## src/rtl/keypad_scanner.sv

```systemverilog
// 4x4 active-low matrix keypad scanner with press/release debounce.
// Keeps the two most recent key codes for a two-digit display.
module keypad_scanner #(
  parameter int unsigned SCAN_CYCLES     = 1000,
  parameter int unsigned DEBOUNCE_CYCLES = 50000
) (
  input  logic       clk,
  input  logic       reset,
  input  logic [3:0] rows,
  output logic [3:0] cols,
  output logic [3:0] s0,
  output logic [3:0] s1,
  output logic       new_key
);

  localparam int unsigned MAX_CYCLES = (SCAN_CYCLES > DEBOUNCE_CYCLES) ? SCAN_CYCLES : DEBOUNCE_CYCLES;
  localparam int unsigned CNT_W      = $clog2(MAX_CYCLES) + 1;
  localparam logic [CNT_W-1:0] SCAN_LAST = CNT_W'(SCAN_CYCLES - 1);
  localparam logic [CNT_W-1:0] DEB_LAST  = CNT_W'(DEBOUNCE_CYCLES - 1);

  typedef enum logic [1:0] {
    SCAN     = 2'd0,
    DEBOUNCE = 2'd1,
    HELD     = 2'd2,
    RELEASE  = 2'd3
  } state_t;

  state_t           state, state_d;
  logic [CNT_W-1:0] cnt, cnt_d;
  logic [1:0]       col, col_d;
  logic [3:0]       cols_d;
  logic [3:0]       pat, pat_d;
  logic [1:0]       row, row_d;
  logic [3:0]       s0_d, s1_d;
  logic             new_key_d;
  logic [3:0]       rows_m, rows_s;
  logic             single;
  logic [1:0]       single_row;

  function automatic logic [3:0] key_code(input logic [1:0] r, input logic [1:0] c);
    logic [3:0] k;
    case ({r, c})
      4'b00_00: k = 4'h1;
      4'b00_01: k = 4'h2;
      4'b00_10: k = 4'h3;
      4'b00_11: k = 4'hA;
      4'b01_00: k = 4'h4;
      4'b01_01: k = 4'h5;
      4'b01_10: k = 4'h6;
      4'b01_11: k = 4'hB;
      4'b10_00: k = 4'h7;
      4'b10_01: k = 4'h8;
      4'b10_10: k = 4'h9;
      4'b10_11: k = 4'hC;
      4'b11_00: k = 4'hE;
      4'b11_01: k = 4'h0;
      4'b11_10: k = 4'hF;
      default:  k = 4'hD;
    endcase
    return k;
  endfunction

  // Two-flop synchronizer for the asynchronous row inputs
  always_ff @(posedge clk) begin
    if (reset) begin
      rows_m <= 4'hF;
      rows_s <= 4'hF;
    end else begin
      rows_m <= rows;
      rows_s <= rows_m;
    end
  end

  // Exactly one low row bit qualifies as a single press
  always_comb begin
    single     = 1'b0;
    single_row = 2'd0;
    case (rows_s)
      4'b1110: begin single = 1'b1; single_row = 2'd0; end
      4'b1101: begin single = 1'b1; single_row = 2'd1; end
      4'b1011: begin single = 1'b1; single_row = 2'd2; end
      4'b0111: begin single = 1'b1; single_row = 2'd3; end
      default: begin single = 1'b0; single_row = 2'd0; end
    endcase
  end

  always_comb begin
    state_d   = state;
    cnt_d     = cnt;
    col_d     = col;
    pat_d     = pat;
    row_d     = row;
    s0_d      = s0;
    s1_d      = s1;
    new_key_d = 1'b0;
    case (state)
      SCAN: begin
        if (cnt == SCAN_LAST) begin
          cnt_d = '0;
          if (single) begin
            pat_d   = rows_s;
            row_d   = single_row;
            state_d = DEBOUNCE;
          end else begin
            col_d = col + 2'd1;
          end
        end else begin
          cnt_d = cnt + CNT_W'(1);
        end
      end
      DEBOUNCE: begin
        if (rows_s != pat) begin
          cnt_d   = '0;
          col_d   = col + 2'd1;
          state_d = SCAN;
        end else if (cnt == DEB_LAST) begin
          cnt_d     = '0;
          s1_d      = s0;
          s0_d      = key_code(row, col);
          new_key_d = 1'b1;
          state_d   = HELD;
        end else begin
          cnt_d = cnt + CNT_W'(1);
        end
      end
      HELD: begin
        cnt_d = '0;
        if (rows_s == 4'hF) state_d = RELEASE;
      end
      RELEASE: begin
        // Any chatter sends us back to HELD so a bounce never re-registers
        if (rows_s != 4'hF) begin
          cnt_d   = '0;
          state_d = HELD;
        end else if (cnt == DEB_LAST) begin
          cnt_d   = '0;
          col_d   = col + 2'd1;
          state_d = SCAN;
        end else begin
          cnt_d = cnt + CNT_W'(1);
        end
      end
      default: begin
        state_d = SCAN;
        cnt_d   = '0;
      end
    endcase
    cols_d = ~(4'b0001 << col_d);
  end

  always_ff @(posedge clk) begin
    if (reset) begin
      state   <= SCAN;
      cnt     <= '0;
      col     <= 2'd0;
      cols    <= 4'b1110;
      pat     <= 4'hF;
      row     <= 2'd0;
      s0      <= 4'h0;
      s1      <= 4'h0;
      new_key <= 1'b0;
    end else begin
      state   <= state_d;
      cnt     <= cnt_d;
      col     <= col_d;
      cols    <= cols_d;
      pat     <= pat_d;
      row     <= row_d;
      s0      <= s0_d;
      s1      <= s1_d;
      new_key <= new_key_d;
    end
  end

endmodule

```

## config.mk

```make
export PLATFORM = sky130hd
export DESIGN_NAME = keypad_scanner
export DESIGN_NICKNAME = d
export VERILOG_FILES = /design/src/rtl/keypad_scanner.sv
export SDC_FILE = /design/constraint.sdc
export NUM_CORES = 1
export LEC_CHECK = 0
export ABC_CLOCK_PERIOD_IN_PS = 2800
export CORE_UTILIZATION = 57
export DETAILED_ROUTE_END_ITERATION = 8
export GPL_ROUTABILITY_DRIVEN = 0
export PLACE_DENSITY_LB_ADDON = 0.25
export REMOVE_ABC_BUFFERS = 1
export SYNTH_ARGS = -nofsm -noshare
export SYNTH_HDL_FRONTEND = slang
export SYNTH_SLANG_ARGS = --single-unit
```

## constraint.sdc

```tcl
create_clock -name clk -period 2.8 [get_ports clk]
set_input_delay 0.56 -clock clk [delete_from_list [all_inputs] [get_ports clk]]
set_output_delay 0.56 -clock clk [all_outputs]
set_load 0.03 [all_outputs]
```

Yosys cells after proc, flatten, opt, wreduce, memory -nomap -nowiden

Memories as Yosys holds them, arrays and structs flattened. A register that Yosys moved wholly into a read port is not among the register bits.
Cells that the tools add are included.

Multiply operators: 0
Equal/unequal tests: 17
Magnitude comparators: 0
Bitwise gates (word level): 3
Reduce and logical (&&, ||, !) cells: 6
Muxes and demuxes: 22
Shift-type cells: 1
Divide/modulo/power cells: 0
$add $sub $neg: 2

Operators by type and width:

| operator                                                          | count |
|---|---|
| 17-bit two-way mux                                                | 4 |
| 17-bit one-hot mux with 4 select lines                            | 1 |
| 2-bit two-way mux                                                 | 12 |
| 17-bit by 1-bit adder with 17-bit output, second input constant   | 1 |
| 17-bit by 10-bit == test with 1-bit output, second input constant | 1 |
| 17-bit by 16-bit == test with 1-bit output, second input constant | 1 |
| 4-bit == test, second input constant                              | 4 |
| 2-bit one-hot mux with 3 select lines                             | 2 |
| 2-bit one-hot mux with 4 select lines                             | 1 |
| 2-bit != test, second input constant                              | 3 |
| 3-bit != test, second input constant                              | 2 |
| 3-bit AND reduction                                               | 2 |
| 5-bit AND reduction                                               | 1 |
| 2-bit == test, second input constant                              | 2 |
| 4-bit by 3-bit == test with 1-bit output, second input constant   | 1 |
| 4-bit != test                                                     | 1 |
| 4-bit != test, second input constant                              | 1 |
| 4-bit NOT                                                         | 1 |
| 4-bit OR reduction                                                | 1 |
| 1-bit by 2-bit << shifter with 4-bit output, first input constant | 1 |
| 3-bit OR reduction                                                | 1 |
| 2-bit by 1-bit adder with 2-bit output, second input constant     | 1 |
| 2-bit by 1-bit == test with 1-bit output, second input constant   | 1 |
| 2-bit logical NOT                                                 | 1 |
| other kinds (2)                                                   | 4 |

Memories: 1
Flip-flop bits (word level): 44
ROM bits: 64
Bits in latches: 0
RAM bits: 0

Memories:

| name            | words | bits a word | rd ports | clocked after Yosys merged registers in | write ports | RTL line | source |
|---|---|---|---|---|---|---|---|
| (no name shown) | 16    | 4           | 1        | 1                                       | 0           | 42       | `case ({r, c})` |

Depth between registers and ports, before layout

Depth after elaboration: 8
Mapped depth: 9

Least setup slack after synthesis

Ideal clock, no wire load.

Path type: register to register
From: reg rows_s[3]
To: reg cols[1]
Data arrival time: 1815 ps
Library setup time: 127 ps
Buffers on the path: 1
Data required time: 2673 ps
Slack: 858 ps
Stages on the path, launching flop included: 8
Cells stage by stage: dfxtp_1 buf_4 and4b_2 a311o_2 o21a_1 o21ai_1 nand4_1 or3b_1

Word-level cells in the longest chain between the ends: 8

Ends and longest elaborated chain:

| item                                                                      | RTL line | source |
|---|---|---|
| from (decl)                                                               | 36       | `logic [3:0] rows_m, rows_s;` |
| from (signal assigned)                                                    | 70       | `rows_s <= rows_m;` |
| 4-bit by 3-bit == test with 1-bit output or 4-bit == test (tied branches) | 78       | `case (rows_s)` |
| 4-bit OR reduction (no source line)                                       | -        |  |
| 1-bit two-way mux                                                         | 78       |  |
| 2-bit two-way mux                                                         | 100      | `if (single) begin` |
| 2-bit two-way mux                                                         | 98       | `if (cnt == SCAN_LAST) begin` |
| 2-bit one-hot mux with 3 select lines (*)                                 | 96       | `case (state)` |
| 1-bit by 2-bit << shifter with 4-bit output (*)                           | 148      | `cols_d = ~(4'b0001 << col_d);` |
| 4-bit NOT (*)                                                             | 148      |  |
| to (signal assigned)                                                      | 166      | `cols <= cols_d;` |
| to (decl)                                                                 | 10       | `output logic [3:0] cols,` |

Mark *: on every way between the ends. The rest lies on a longest branch, timed or not.
A chain may end at the register's enable or synchronous reset.

Worst setup path in the final report

From: reg rows_s[1]
To: reg cols[1]

The elaborated chain is that of the path after synthesis.

==> flow_metrics.py <==
metrics = {
    "status": {
        "outcome": "finished clean",
    },
    "clocking": {
        "insertion_delay_ns": 0.29,
        "postCtsSetupBuffers": 0,
        "cts_hold_buf": 0,
        "cts_tree": "yes",
        "clock_tree.root_cell": "clkbuf_8",
        "htreeDepth": 2,
        "clock_path_buffers": 2,
        "post_cts_resized": 0,
        "clkTransAtPathRegs_ns": 0.08,
        "cts_buffers": 5,
        "clock_sinks": 48,
    },
    "global_route": {
        "grt-ovfl-total": 0,
        "grt_pass1_vias": 1459,
        "gr-usage-all-layers_pct": 19.2,
        "grt_max_degree": 32,
        "grt_pass1_wl_um": 6380,
        "antenna_found_initial": 0,
    },
    "drt": {
        "dr.pass1.iters": 4,
        "route.vias.total": 1704,
        "wirelength_um": 3730,
        "ant_nets": 0,
        "remaining_drc_errors": 0,
        "drt-vias-per-instance": 5.53,
        "drt_iter0_drc": 113,
        "wire_per_inst_um": 12.1,
    },
    "die": {
        "start_util_pct": 61.4,
        "core_um2": 3770,
        "pin_count": 19,
        "placementRows": 22,
        "die_w_um": 65.7,
        "dieArea_um2": 4320,
        "die_y_um": 65.7,
    },
    "setup_path": {
        "startpoint_type": "flip-flop",
        "setup.worst_path.end_class": "flip-flop",
        "cp_data_required_time_ns": 2.98,
        "critical_path_class": "flip-flop to flip-flop",
        "cp.arrival_ns": 2.35,
        "path_max_fanout": 9,
    },
    "sta": {
        "hold_violations": 0,
        "fmaxAchievable_mhz": 460,
        "tightestPinTransition_ns": 0.563,
        "finClkSkew_ns": 0.00823,
        "relSlewSlack_pct": 62.5,
        "grt_setup_unrepaired": "false",
        "period_share_pct": 77.6,
        "report.final.slew_viol_count": 0,
        "tns_ns": 0,
        "min_period_ns": 2.17,
        "finalSetupViolCount": 0,
    },
    "placed_design": {
        "io_buffer_count": 18,
        "post-dp-hpwl_um": 2640,
    },
    "logic_synthesis": {
        "ys_ff_latch": 48,
        "synth-edff-count": 0,
        "syn_area_um2": 2310,
        "ys_seq_area_share_pct": 41.5,
        "synthFlopType": "dfxtp_1",
        "yosys_warnings": 0,
        "async_flop_share_pct": 0,
        "syn_avg_cell_area_um2": 9.30,
        "synth_cell_types": 57,
        "syn_inst": 249,
    },
    "pwr": {
        "peakVddDrop_mv": 0.276,
        "p_leak_nw": 0.933,
        "p_per_area_nw_per_um2": 458,
    },
    "final_layout": {
        "antenna_cells": 0,
        "layout_common_cells": "48 x dfxtp_1, 27 x nor2_1, 22 x nand2_1, 18 x clkdlybuf4s50_1, 16 x a21oi_1",
        "drive_gt1_share_pct": 12.3,
        "layout_commonest_cell": "dfxtp_1",
        "final_util_pct": 67.1,
        "synthToLayoutAreaGrowth_pct": 9.35,
        "fin_nets": 270,
    },
    "flow_run": {
        "maxCapViolCount": 0,
    },
    "worst_hold_path": {
        "hp-class": "flip-flop to flip-flop",
    },
}
## worst paths after layout
check,startpoint,end,slack [ns],depth (start not counted)
worst max-delay path,rows_s[1]$_SDFF_PP1_,cols[1]$_SDFF_PP1_,0.63,6
worst min-delay path,rows_m[0]$_SDFF_PP1_,rows_s[0]$_SDFF_PP1_,0.41,1
worst max register to register,rows_s[1]$_SDFF_PP1_,cols[1]$_SDFF_PP1_,0.63,6
worst min register to register,rows_m[0]$_SDFF_PP1_,rows_s[0]$_SDFF_PP1_,0.41,1
## layer usage
| layer | global-route usage (%) | vias to the layer above | wire [µm] |
|---|---|---|---|
| li1 | - | 885 | - |
| met1 | 25.4 | 775 | 1910 |
| met2 | 29.7 | 36 | 1620 |
| met3 | 4.34 | 8 | 121 |
| met4 | 8.15 | 0 | 72 |
| met5 | 0 | - | 0 |
## state kept, by name (all words and copies together) (netlist names), 2 cells and up
name    flops
cnt        17
col         2
cols        4
pat         4
row         2
rows_m      4
rows_s      4
s0          4
s1          4
state       2
## cell families after synthesis
| logic type | count (synthesis) | share of synthesized area [%] |
|---|---|---|
| muxes | 2 | 1.03 |
| xor gates and xnor gates | 21 | 7.95 |
| adders and majority gates | 5 | 2.70 |
| and+or+nand+nor | 115 | 30.1 |
| DFF | 48 | 41.5 |
| buffers and inverters | 22 | 6.22 |
| AOI/OAI and AO/OA | 36 | 10.5 |
## cells in the mapped netlist (3+ instances only)
cell,count,area [µm²]
nor3_1,4,20.0
xnor2_1,8,70.1
ha_1,5,62.6
nand2_1,22,82.6
dfxtp_1,48,961
nor2_1,27,101
and3_2,4,30.0
xor2_1,13,114
or3_1,3,18.8
nand4_1,3,18.8
a211o_1,4,35.0
nand3_1,10,50.1
clkbuf_1,4,15.0
buf_6,5,56.3
or2_2,8,50.1
a211oi_1,3,22.5
and3_1,4,25.0
and4_1,4,35.0
a21oi_1,16,80.1
o21ai_0,4,20.0
inv_1,6,22.5
## stage by stage
stage                     area [µm²]  cells  setup slack, ns  hold WS (ns)  total power, mW
after CTS                       2530    308            0.620         0.413             1.17
after detailed placement        2440    300            0.648         0.393            0.768
final                           2530    308            0.628         0.410             1.16
after global placement          2440    300            0.669         0.392            0.766
after floorplan                 2190    233            0.820         0.389            0.746
after global routing            2530    308            0.459         0.422             1.21
## power breakdown
group          switching (mW)  internal (mW)
clock network           0.207          0.201
registers             0.00841          0.691
logic                  0.0279         0.0238
## area by class of cell
cell class,count,area [µm²]
Tap cell,48,60.1
Timing Repair Buffer,19,188
Sequential cell,48,961
Inverter,6,22.5
Fill cell,317,1240
Multi-Input combinational cell,179,1210
Clock buffer,8,90.1
## worst max-delay path, stage by stage (launching register included)
cell     delay [ns]
dfxtp_1        0.49
and4b_1        0.24
a311o_2        0.43
o21a_1         0.19
o21ai_1        0.14
nand4_1        0.17
or3b_1         0.40
No activity file was read; power rests on OpenSTA's default activity.
